--- config.mk ---
export PLATFORM = sky130hd
export DESIGN_NAME = akuma_sprite_fetch
export DESIGN_NICKNAME = d
export VERILOG_FILES = /design/src/rtl/akuma_sprite_fetch.sv
export SDC_FILE = /design/constraint.sdc
export NUM_CORES = 1
export LEC_CHECK = 0
export CELL_PAD_IN_SITES_DETAIL_PLACEMENT = 1
export CELL_PAD_IN_SITES_GLOBAL_PLACEMENT = 2
export CORE_MARGIN = 1.5
export CORE_UTILIZATION = 28
export DETAILED_ROUTE_END_ITERATION = 8
export PLACE_DENSITY = 0.8
export REMOVE_ABC_BUFFERS = 1
export SETUP_SLACK_MARGIN = 0.5
export SYNTH_ARGS = -nofsm -noshare
export SYNTH_HDL_FRONTEND = slang
export SYNTH_SLANG_ARGS = --single-unit
--- constraint.sdc ---
create_clock -name Clk -period 4.23 [get_ports Clk]
set_clock_uncertainty 0.15 [all_clocks]
set_input_delay 0.6345 -clock Clk [delete_from_list [all_inputs] [get_ports Clk]]
set_output_delay 0.6345 -clock Clk [all_outputs]
set_load 0.01 [all_outputs]
--- src/rtl/akuma_sprite_fetch.sv ---
// Sprite ROM address generator, per-frame animation counter and 3-cycle fetch pipeline.
// Optional horizontal mirroring via facing_right when AKUMA_MIRROR_EN is defined.
module akuma_sprite_fetch #(
    parameter int unsigned SPRITE_W   = 64,
    parameter int unsigned SPRITE_H   = 96,
    parameter int unsigned NUM_FRAMES = 4,
    parameter int unsigned FRAME_HOLD = 8,
    parameter int unsigned ADDR_W     = 15
) (
    input  logic                          Clk,
    input  logic                          Reset,
    input  logic                          frame_tick,
    input  logic                          anim_restart,
    input  logic [9:0]                    DrawX,
    input  logic [9:0]                    DrawY,
    input  logic [9:0]                    pos_x,
    input  logic [9:0]                    pos_y,
`ifdef AKUMA_MIRROR_EN
    input  logic                          facing_right,
`endif
    output logic [ADDR_W-1:0]             rom_addr,
    input  logic [3:0]                    rom_data,
    output logic [3:0]                    pixel_index,
    output logic                          pixel_in_sprite,
    output logic                          pixel_opaque,
    output logic [$clog2(NUM_FRAMES)-1:0] anim_frame
);

    localparam int unsigned COL_W      = $clog2(SPRITE_W);
    localparam int unsigned FRM_W      = $clog2(NUM_FRAMES);
    localparam int unsigned HOLD_W     = (FRAME_HOLD > 1) ? $clog2(FRAME_HOLD) : 1;
    localparam int unsigned FRAME_SIZE = SPRITE_W * SPRITE_H;

    logic [ADDR_W-1:0] rom_addr_q, rom_addr_d;
    logic              in_box_d1_q, in_box_d2_q;
    logic [3:0]        pix_idx_q, pix_idx_d;
    logic              pix_in_q, pix_op_q, pix_op_d;
    logic [HOLD_W-1:0] hold_q, hold_d;
    logic [FRM_W-1:0]  frame_q, frame_d;
    logic [ADDR_W-1:0] base_q, base_d;

    logic [10:0]       x_end_c, y_end_c;
    logic              in_box_c;
    logic [9:0]        row_c;
    logic [COL_W-1:0]  col_c, col_eff_c;
    logic [ADDR_W-1:0] addr_ofs_c;

    // Stage 0: box test on 11-bit sums so a sprite past column/row 1023 clips
    assign x_end_c  = {1'b0, pos_x} + 11'(SPRITE_W);
    assign y_end_c  = {1'b0, pos_y} + 11'(SPRITE_H);
    assign in_box_c = (DrawX >= pos_x) && ({1'b0, DrawX} < x_end_c) &&
                      (DrawY >= pos_y) && ({1'b0, DrawY} < y_end_c);
    assign row_c    = DrawY - pos_y;
    assign col_c    = COL_W'(DrawX - pos_x);

`ifdef AKUMA_MIRROR_EN
    // SPRITE_W is a power of two, so SPRITE_W-1-col is the bitwise inverse
    assign col_eff_c = facing_right ? ~col_c : col_c;
`else
    assign col_eff_c = col_c;
`endif

    assign addr_ofs_c = (ADDR_W'(row_c) << COL_W) | ADDR_W'(col_eff_c);

    always_comb begin
        rom_addr_d = base_q;
        if (in_box_c) begin
            rom_addr_d = base_q + addr_ofs_c;
        end
        pix_idx_d = in_box_d2_q ? rom_data : 4'd0;
        pix_op_d  = in_box_d2_q && (rom_data != 4'd0) && (rom_data < 4'd14);
    end

    // Animation counters; restart beats a coincident tick
    always_comb begin
        hold_d  = hold_q;
        frame_d = frame_q;
        base_d  = base_q;
        if (anim_restart) begin
            hold_d  = '0;
            frame_d = '0;
            base_d  = '0;
        end else if (frame_tick) begin
            if (hold_q == HOLD_W'(FRAME_HOLD - 1)) begin
                hold_d = '0;
                if (frame_q == FRM_W'(NUM_FRAMES - 1)) begin
                    frame_d = '0;
                    base_d  = '0;
                end else begin
                    frame_d = frame_q + FRM_W'(1);
                    base_d  = base_q + ADDR_W'(FRAME_SIZE);
                end
            end else begin
                hold_d = hold_q + HOLD_W'(1);
            end
        end
    end

    always_ff @(posedge Clk) begin
        if (Reset) begin
            rom_addr_q  <= '0;
            in_box_d1_q <= 1'b0;
            in_box_d2_q <= 1'b0;
            pix_idx_q   <= '0;
            pix_in_q    <= 1'b0;
            pix_op_q    <= 1'b0;
            hold_q      <= '0;
            frame_q     <= '0;
            base_q      <= '0;
        end else begin
            rom_addr_q  <= rom_addr_d;
            in_box_d1_q <= in_box_c;
            in_box_d2_q <= in_box_d1_q;
            pix_idx_q   <= pix_idx_d;
            pix_in_q    <= in_box_d2_q;
            pix_op_q    <= pix_op_d;
            hold_q      <= hold_d;
            frame_q     <= frame_d;
            base_q      <= base_d;
        end
    end

    assign rom_addr        = rom_addr_q;
    assign pixel_index     = pix_idx_q;
    assign pixel_in_sprite = pix_in_q;
    assign pixel_opaque    = pix_op_q;
    assign anim_frame      = frame_q;

endmodule
Word level (Yosys, flattened, before mapping). Index checks and enable logic that the tools add are counted.

Memories kept: 0. RAM bits: 0. Logic and storage cells: 39. Input port bits: 48. Flip-flop bits (word level): 43. Bits in latches: 0. Output and inout bits: 23. Bits in read-only memories: 0.

Magnitude comparators: 5. Div/mod/pow operators: 0. $mul: 0. $add $sub $neg: 8. Shift-type cells: 0. Reductions and logical operators: 9. Bitwise gates (word level): 2. Eq/ne operators: 2. Mux-type cells: 4.

Operators with widths (number): 15-bit two-way mux (2); 10-bit by 7-bit adder with 11-bit output, second input constant (2); 10-bit by 11-bit less-than comparator with 1-bit output (2); 10-bit greater-or-equal comparator (2); 15-bit by 13-bit adder with 15-bit output, second input constant (1); 15-bit adder (1); 15-bit by 6-bit bitwise OR with 15-bit output (1); 9-bit subtractor (1); 6-bit subtractor (1); 1-bit logical AND (5); 4-bit less-than comparator, second input constant (1); 4-bit nonzero test (1); 2-bit OR reduction (2); 3-bit by 1-bit adder with 3-bit output, second input constant (1); 3-bit equality test, second input constant (1); 3-bit two-way mux (1); 2-bit by 1-bit adder with 2-bit output, second input constant (1); 2-bit equality test, second input constant (1); 2-bit two-way mux (1); 2-bit AND reduction (1); 1-bit NOT (1).

Longest topological paths before layout. Gate-level depths: netlist of run 1.

Word-level depth: 6. Mapped depth: 15. Mapped depth without buffers: 15.

Least setup slack after synthesis of run 1. OpenSTA, ideal clock, no wires.

Kind: input to register. From: input DrawY[0]. To: register rom_addr_q[14], in the netlist rom_addr[14]. Setup time: 0.123 ns. Arrival: 3.063 ns. Stages on the path: 15. Required time: 3.957 ns. Setup slack: 0.894 ns. Path buffers: 0. Cells stage by stage: inv_1 > ha_1 > inv_1 > fa_1 > a21o_1 > a21oi_1 > o21bai_1 > a21oi_1 > xnor2_1 > ha_1 > o21a_1 > nor2_1 > a21oi_2 > mux2i_1 > mux2_1.

Word-level cells in the longest chain between the ends: 4. Elaborated cells on any way between the ends: 8. Classes of those cells: add/sub (2); order compare (2); mux (1); bitwise (1); reduce/logical (2).

Ends and longest elaborated chain: start: declaration (line 15) `input logic [9:0] DrawY,`; 9-bit subtractor or 10-bit greater-or-equal comparator (tied branches) (line 53, 52); 15-bit by 6-bit bitwise OR with 15-bit output or 1-bit logical AND (tied branches) (line 63, 51); 15-bit adder or 1-bit logical AND (tied branches) (line 68, 52); 15-bit two-way mux * (line 67) `if (in_box_c) begin`; end signal: assignment (line 111) `rom_addr_q <= rom_addr_d;`; end: declaration (line 34) `logic [ADDR_W-1:0] rom_addr_q, rom_addr_d;`.

Every way passes the cells marked *; elsewhere a longest branch is shown, timed or not. A chain may end at the register's enable or synchronous reset.

Worst setup path in the final report of run 1.
From: input pos_y[0]. To: register rom_addr_q[14], in the netlist rom_addr[14].

Word-level cells in the longest chain between the ends: 4. Elaborated cells on any way between the ends: 9. Classes of those cells: add/sub (3); order compare (2); mux (1); bitwise (1); reduce/logical (2).

Ends and longest elaborated chain: start: declaration (line 17) `input logic [9:0] pos_y,`; 9-bit subtractor, or another cell as far along (line 53) `assign row_c = DrawY - pos_y;`; 15-bit by 6-bit bitwise OR with 15-bit output, or another cell as far along (line 63) `assign addr_ofs_c = (ADDR_W'(row_c) << COL_W) | ADDR_W'(col_eff_c);`; 15-bit adder or 1-bit logical AND (tied branches) (line 68, 52); 15-bit two-way mux * (line 67).

Marks and branches as above.

==> run_results.csv, run 1 <==
group,metric,value,unit
yosys,synth_common_cells,"ha_1, dfxtp_1, nor2_1",
cells_and_area,final_area,0.003412,mm^2
yosys,synth_compound_area_share,16.49,%
pwr,power,0.0008681,W
floorplanning,fp.dieW,96.42,um
timing,tns,0,ns
grt,grt_max_degree,12,
route,ant_nets,0,
pwr,p_per_area,254.4,mW/mm^2
pwr,p_clk_share,33.1,%
yosys,yosysSeqAreaShare,26.22,%
grt,grt.total_usage,13.97,%
floorplanning,io_pins,71,
cells_and_area,post-route-util,40.91,%
route,firstDrtPassIters,4,
worst_hold_path,hp-class,"register to register",
cts,htree_levels,2,
timing,relSlewSlack,64.02,%
cts,cts_buffers,5,
yosys,synth_ff_type,"dfxtp_1",
yosys,synth_mux_area_share,2.099,%
yosys,synth_simple_gate_area_share,20.53,%
place,io_buffers,70,
setup_path,crit_slowest_cell,"clkdlybuf4s50_1",
floorplanning,dieArea,0.009297,mm^2
yosys,yosys_warnings,0,
pwr,combPwrFrac,31.6,%
cells_and_area,finalNetCount,442,
place,dp_slack,0.1502,ns
cells_and_area,final_layout_size_suffix_gt1_share,9.065,%
cts,cts_root_buf,"clkbuf_8",
yosys,synth-xor-area-share,7.168,%
timing,setup_violations,0,
grt,grt_overflow,0,
pwr,ir_worst_vdd,0.1167,mV
yosys,netlist_area,0.002444,mm^2
pwr,p_leak,1.487,nW
route,vias,2152,
pwr,power_frac_seq,35.4,%
cts,clock_latency,0.29,ns
pwr,power_switching_share,28.55,%
timing,period_needed,3.557,ns
pwr,intPower,0.0006203,W
route,initialDrtViolationCount,26,
place,gp_congestion,0.7679,
cts,cts.reportedPaths.clkPinSlew,0.07,ns
yosys,yosysTopAreaCell,"dfxtp_1",
cts,cts_hold_buf,0,
timing,hold_viol,0,
yosys,synth_area_per_cell,8.886,um^2
yosys,synth-seq-cells,32,
setup_path,crit_path_max_incr_delay,0.46,ns
setup_path,cp_data_required_time,4.26,ns
setup_path,crit_path_start_kind,"input pin",
setup_path,r2r_slack,2.28,ns
yosys,synth_top_area_share,26.22,%
route,via_per_inst,4.699,
run_status,outcome,"finished, final reports clean",
timing,rsz0062_at_grt,"no",
timing,fin_ws,0.6734,ns
floorplanning,core-area,0.008341,mm^2
setup_path,crit_family,"adder cells",
setup_path,end_kind,"register",
timing,report.final.slew_viol_count,0,
route,finalWirelength,6107,um
run,drv_cap,0,
cells_and_area,antenna_cells,0,
floorplanning,die_y,96.42,um
grt,grt_pass1_wl,10090,um
timing,fmax,281.2,MHz
setup_path,worstPathCellList,"clkdlybuf4s50_1 -> ha_1 -> inv_1 -> fa_1 -> a21o_1 -> a21oi_4 -> o21bai_1 -> a21oi_2 -> xnor2_1 -> ha_1 -> o21a_1 -> nor2_1 -> a21oi_2 -> mux2i_1 -> mux2_1",
yosys,synth_top_family_by_area,"adder cells",
route,drc,0,
cts,clock-sinks,32,
yosys,ys_top_cells_by_area,"dfxtp_1, ha_1, nor2_1",
yosys,yosys.cell_types.count,55,
yosys,yosys.area_share.adder,22.12,%
cells_and_area,syn2layout_area_growth,39.63,%
grt,antenna_found_initial,0,
place,dpl_cell_area,0.003257,mm^2
floorplanning,initial_core_util,29.30,%
yosys,synthCells,275,
cts,cts_buffer_depth,2,
place,hpwl,5254,um
floorplanning,std_cell_rows,33,
pwr,switching_power,0.0002478,W
yosys,synthArstFlopShare,0,%
setup_path,critPathArrivalTime,3.59,ns
timing,tightestPinTransition,0.5356,ns
cts,cts_tree,"done",
route,wl_per_cell,13.33,um
setup_path,critPathKind,"input pin to register",
grt,grt_pass1_vias,2194,
timing,period_share,84.08,%
yosys,synth_edf_count,0,
yosys,yosysMostFrequentCell,"ha_1",
setup_path,cp_max_fo,3,
setup_path,path_buf_inv,2,
-- final cells by class --
class                           instances  area (um^2)
Clock buffer                            5        68.82
Clock inverter                          3        42.54
Fill cell                             967         4928
Inverter                               29        108.9
Multi-Input combinational cell        211         1697
Sequential cell                        32        640.6
Tap cell                              105        131.4
Timing Repair Buffer                   73        723.2
-- timing repair --
item / CTS / global route
resized for setup: 1 / 5
setup buffers: 0 / 3
pin swaps: 0 / 3
endpoints found under the setup margin: 1 / 1
-- layout by cell type, fill, tap and decap left out, types with 4 or more instances in the layout --
master | netlist | layout
xnor2_1 | 12 | 12
xor2_1 | 8 | 8
a21oi_2 | 2 | 4
o21ai_0 | 5 | 5
nor2_1 | 29 | 29
clkbuf_8 | 0 | 5
o21a_1 | 6 | 6
and2_1 | 6 | 6
a21o_1 | 4 | 4
ha_1 | 40 | 39
nor2b_1 | 7 | 7
dfxtp_1 | 32 | 32
clkdlybuf4s50_1 | 0 | 70
nor3_1 | 6 | 6
inv_1 | 28 | 28
mux2i_1 | 4 | 4
nand2_1 | 10 | 10
nand3_1 | 8 | 8
a21oi_1 | 17 | 14
-- worst paths after layout --
| kind | start | end | depth (start not counted) |
|---|---|---|---|
| hold / removal | in_box_d1_q | in_box_d2_q | 1 |
| setup / recovery | pos_y[0] | rom_addr[14] | 15 |
| setup reg to reg | hold_q[0] | base_q[13] | 6 |
| hold reg to reg | in_box_d1_q | in_box_d2_q | 1 |
-- worst reg2reg max path: cells and delay by family (launching register included) --
kind	cells	cell delay (ns)
adders and majority gates	2	0.38
AOI/OAI and AO/OA	1	0.14
and+or+nand+nor	3	0.86
DFF	1	0.36
-- per-layer routing --
layer  share of wire [%]  vias up  global-route usage (%)  wire length, um
li1                    -     1105                       -                -
met4                 1.8        0                   5.193              112
met3                 4.5        9                   2.347              276
met1                  46      984                   16.60             2799
met2                  48       54                   25.06             2919
met5                   0        -                       0                0
-- cells by family (layout without fill, tap and decap cells) --
family / after synthesis / count (layout)
AND/OR/NAND/NOR: 89 / 89
AO/OA/AOI/OAI: 54 / 54
adder cells (fa/ha/maj): 42 / 42
flip-flops: 32 / 32
buffers and inverters: 32 / 110
XOR/XNOR: 20 / 20
multiplexers: 5 / 5
other: 1 / 1
-- flip-flops by register name, indices dropped and copies added (netlist names) --
| name | flops |
|---|---|
| anim_frame | 2 |
| base_q | 4 |
| hold_q | 3 |
| in_box_d1_q | 1 |
| in_box_d2_q | 1 |
| pixel_in_sprite | 1 |
| pixel_index | 4 |
| pixel_opaque | 1 |
| rom_addr | 15 |
-- power groups by stage --
| stage | Sequential (W) | Combinational (W) | Clock (W) |
|---|---|---|---|
| after floorplan | 0.000315 | 0.000164 | 0 |
| after global placement | 0.000314 | 0.000257 | 0 |
| after detailed placement | 0.000314 | 0.000265 | 0 |
| after CTS | 0.000307 | 0.000267 | 0.000295 |
| after global routing | 0.000307 | 0.000305 | 0.000310 |
| final | 0.000307 | 0.000274 | 0.000287 |
-- per-stage QoR --
stage / std cells / hold WS, ns
floorplan: 272 / 0.2638
global placement: 447 / 0.2831
detailed placement: 447 / 0.2944
CTS: 455 / 0.3107
global route: 458 / 0.3286
finish: 458 / 0.3072
(Power assumes the default switching activity.)
==> run 2: changes to the inputs <==
--- a/config.mk
+++ b/config.mk
@@ -8,9 +8,9 @@
 export CELL_PAD_IN_SITES_DETAIL_PLACEMENT = 1
 export CELL_PAD_IN_SITES_GLOBAL_PLACEMENT = 2
 export CORE_MARGIN = 1.5
-export CORE_UTILIZATION = 28
+export CORE_UTILIZATION = 25
 export DETAILED_ROUTE_END_ITERATION = 8
-export PLACE_DENSITY = 0.8
+export PLACE_DENSITY = 0.75
 export REMOVE_ABC_BUFFERS = 1
 export SETUP_SLACK_MARGIN = 0.5
 export SYNTH_ARGS = -nofsm -noshare
==> constraint.sdc (replaced) <==
create_clock -name Clk -period 3 [get_ports Clk]
set_clock_uncertainty 0.15 [all_clocks]
set_input_delay 0.45 -clock Clk [delete_from_list [all_inputs] [get_ports Clk]]
set_output_delay 0.45 -clock Clk [all_outputs]
set_load 0.01 [all_outputs]
==> run 2 against run 1 <==
  * Combinational power grew 100%
  * Non-clock buffer count grew 60
  * Highest routed layer unchanged
  * Core utilization grew 5.0 points
  * Flip-flop and latch count is the same
  * Final area grew 26%
  * Total power grew 67%
  * Via count grew 13%
==> run_results.csv, run 2 (synthesis gave the netlist of run 1 again) <==
group,metric,value,unit
run_status,outcome,"finished, final reports clean",
floorplanning,die_y,101.9,um
grt,use_met1,16.82,%
timing,period_needed,2.865,ns
pwr,p_leak,1.923,nW
floorplanning,dieArea,0.01038,mm^2
pwr,power,0.001446,W
cts,cts_hold_buf,0,
setup_path,cp_data_required_time,3.02,ns
floorplanning,io_pins,71,
cts,clock_latency,0.28,ns
setup_path,end_kind,"register",
timing,relSlewSlack,64.31,%
pwr,ir_worst_vdd,0.1738,mV
pwr,p_per_area,336.1,mW/mm^2
cells_and_area,antenna_cells,0,
route,initialDrtViolationCount,42,
grt,grt_util_met3,1.984,%
grt,grt_pass1_vias,2601,
floorplanning,initial_core_util,26.07,%
run,drv_cap,0,
floorplanning,core-area,0.009371,mm^2
cells_and_area,final_layout_size_suffix_gt1_share,37.92,%
timing,report.final.slew_viol_count,0,
timing,hold_viol,0,
setup_path,critPathKind,"input pin to register",
route,drc,0,
timing,setup_violations,0,
route,firstDrtPassIters,4,
floorplanning,std_cell_rows,35,
grt,use_met2,25.44,%
place,gp_congestion,0.8045,
cells_and_area,final_cell_mix,"buf_4, clkdlybuf4s50_1, dfxtp_1",
cts,clock-sinks,32,
grt,grt_overflow,0,
cells_and_area,final_common_cell,"buf_4",
cells_and_area,finalNetCount,503,
route,vias,2424,
cts,cts.reportedPaths.clkPinSlew,0.07,ns
setup_path,worstPathCellList,"dlygate4sd2_1 -> inv_2 -> fa_2 -> a21o_1 -> a21oi_2 -> o21bai_1 -> a21oi_1 -> xnor2_1 -> ha_1 -> o21a_1 -> nor2_1 -> a21oi_2 -> mux2i_1 -> mux2_1",
cells_and_area,syn2layout_area_growth,76.09,%
cts,cts_root_buf,"clkbuf_8",
place,hpwl,5446,um
worst_hold_path,hp-class,"register to register",
grt,antenna_found_initial,0,
timing,rsz0062_at_grt,"yes",
timing,tightestPinTransition,0.5312,ns
setup_path,crit_top_cell,"a21oi_2",
cts,cts_buffer_depth,2,
cells_and_area,post-route-util,45.91,%
floorplanning,fp.dieW,101.9,um
cells_and_area,largest_reg_flops,15,
grt,grt.busiest_layer,"met2",
route,via_per_inst,4.464,
place,dpl_cell_area,0.003670,mm^2
route,finalWirelength,7051,um
cts,htree_levels,2,
cts,cts_tree,"done",
route,wl_per_cell,12.99,um
cells_and_area,final_area,0.004303,mm^2
timing,fmax,349.0,MHz
setup_path,cp_max_fo,2,
setup_path,critPathArrivalTime,2.89,ns
setup_path,crit_path_start_kind,"input pin",
grt,grt.total_usage,13.93,%
timing,period_share,95.51,%
place,io_buffers,70,
route,ant_nets,0,
grt,grt_max_degree,11,
setup_path,crit_slowest_cell,"fa_2",
setup_path,crit_path_max_incr_delay,0.36,ns
grt,grt_pass1_wl,11630,um
cts,cts_buffers,5,
run 2: cell types whose count changed in the layout (fill, tap and decap cells not counted), sizes merged:
| cell | before | now |
|---|---|---|
| clkinvlp | 1 | 0 |
| dlymetal6s2s | 0 | 8 |
| buf | 3 | 69 |
| dlygate4sd2 | 0 | 8 |
| clkdlybuf4s15 | 0 | 2 |
| clkinv | 1 | 0 |
| clkdlybuf4s50 | 70 | 43 |
| clkbuf | 5 | 10 |
| or2 | 3 | 4 |
run 2: layout make-up:
class	instances	area, um^2
well taps	129	161.4
repair buffers	133	1204
fillers	1110	5069
flip-flops and latches	32	640.6
clock inverters	1	30.03
inverters	29	118.9
multi-input cells	212	2052
clock buffers	7	96.34
run 2: power by group:
group / leakage [nW] / internal, W / switching, W / total, W
Combinational: 1.60 / 0.000314 / 0.000247 / 0.000561
Sequential: 0.258 / 0.000431 / 0.00000213 / 0.000433
Clock: 0.0645 / 0.000293 / 0.000159 / 0.000452
run 2: per-stage QoR:
step | instances | worst slack (ns) | hold WS, ns | TNS (ns)
final | 543 | 0.1348 | 0.3064 | 0
after global routing | 543 | -0.04117 | 0.3193 | -0.04117
after CTS | 537 | 0.1075 | 0.3109 | 0
after detailed placement | 522 | -0.6987 | 0.3009 | -6.987
after global placement | 522 | -0.5940 | 0.2806 | -5.987
after floorplan | 272 | -0.1520 | 0.2638 | -0.1520
run 2: final timing paths:
| check | start | to | slack, ns | depth (start not counted) |
|---|---|---|---|---|
| worst max register to register | hold_q[0] | base_q[13] | 1.02 | 6 |
| worst min-delay path | in_box_d1_q | in_box_d2_q | 0.31 | 1 |
| worst min register to register | in_box_d1_q | in_box_d2_q | 0.31 | 1 |
| worst max-delay path | pos_y[1] | rom_addr[14] | 0.13 | 14 |
run 2: layer usage:
layer,share of wire (%),wire [um]
met5,0,0
met4,1.4,102
met3,3.4,237
met2,50,3551
met1,45,3160
run 2: worst max-delay path: cells and delay by family:
kind | cells | cell delay, ns
multiplexers | 2 | 0.49
adder cells (fa/ha/maj) | 2 | 0.62
AND/OR/NAND/NOR | 1 | 0.10
buffers and inverters | 2 | 0.27
AO/OA/AOI/OAI | 6 | 0.80
XOR/XNOR | 1 | 0.14
run 2: what timing repair did:
action / 4_1_cts / 5_1_grt
pin swaps: 36 / 34
cloned: 0 / 1
setup endpoints to repair: 16 / 16
setup buffers: 7 / 5
resized for setup: 94 / 54
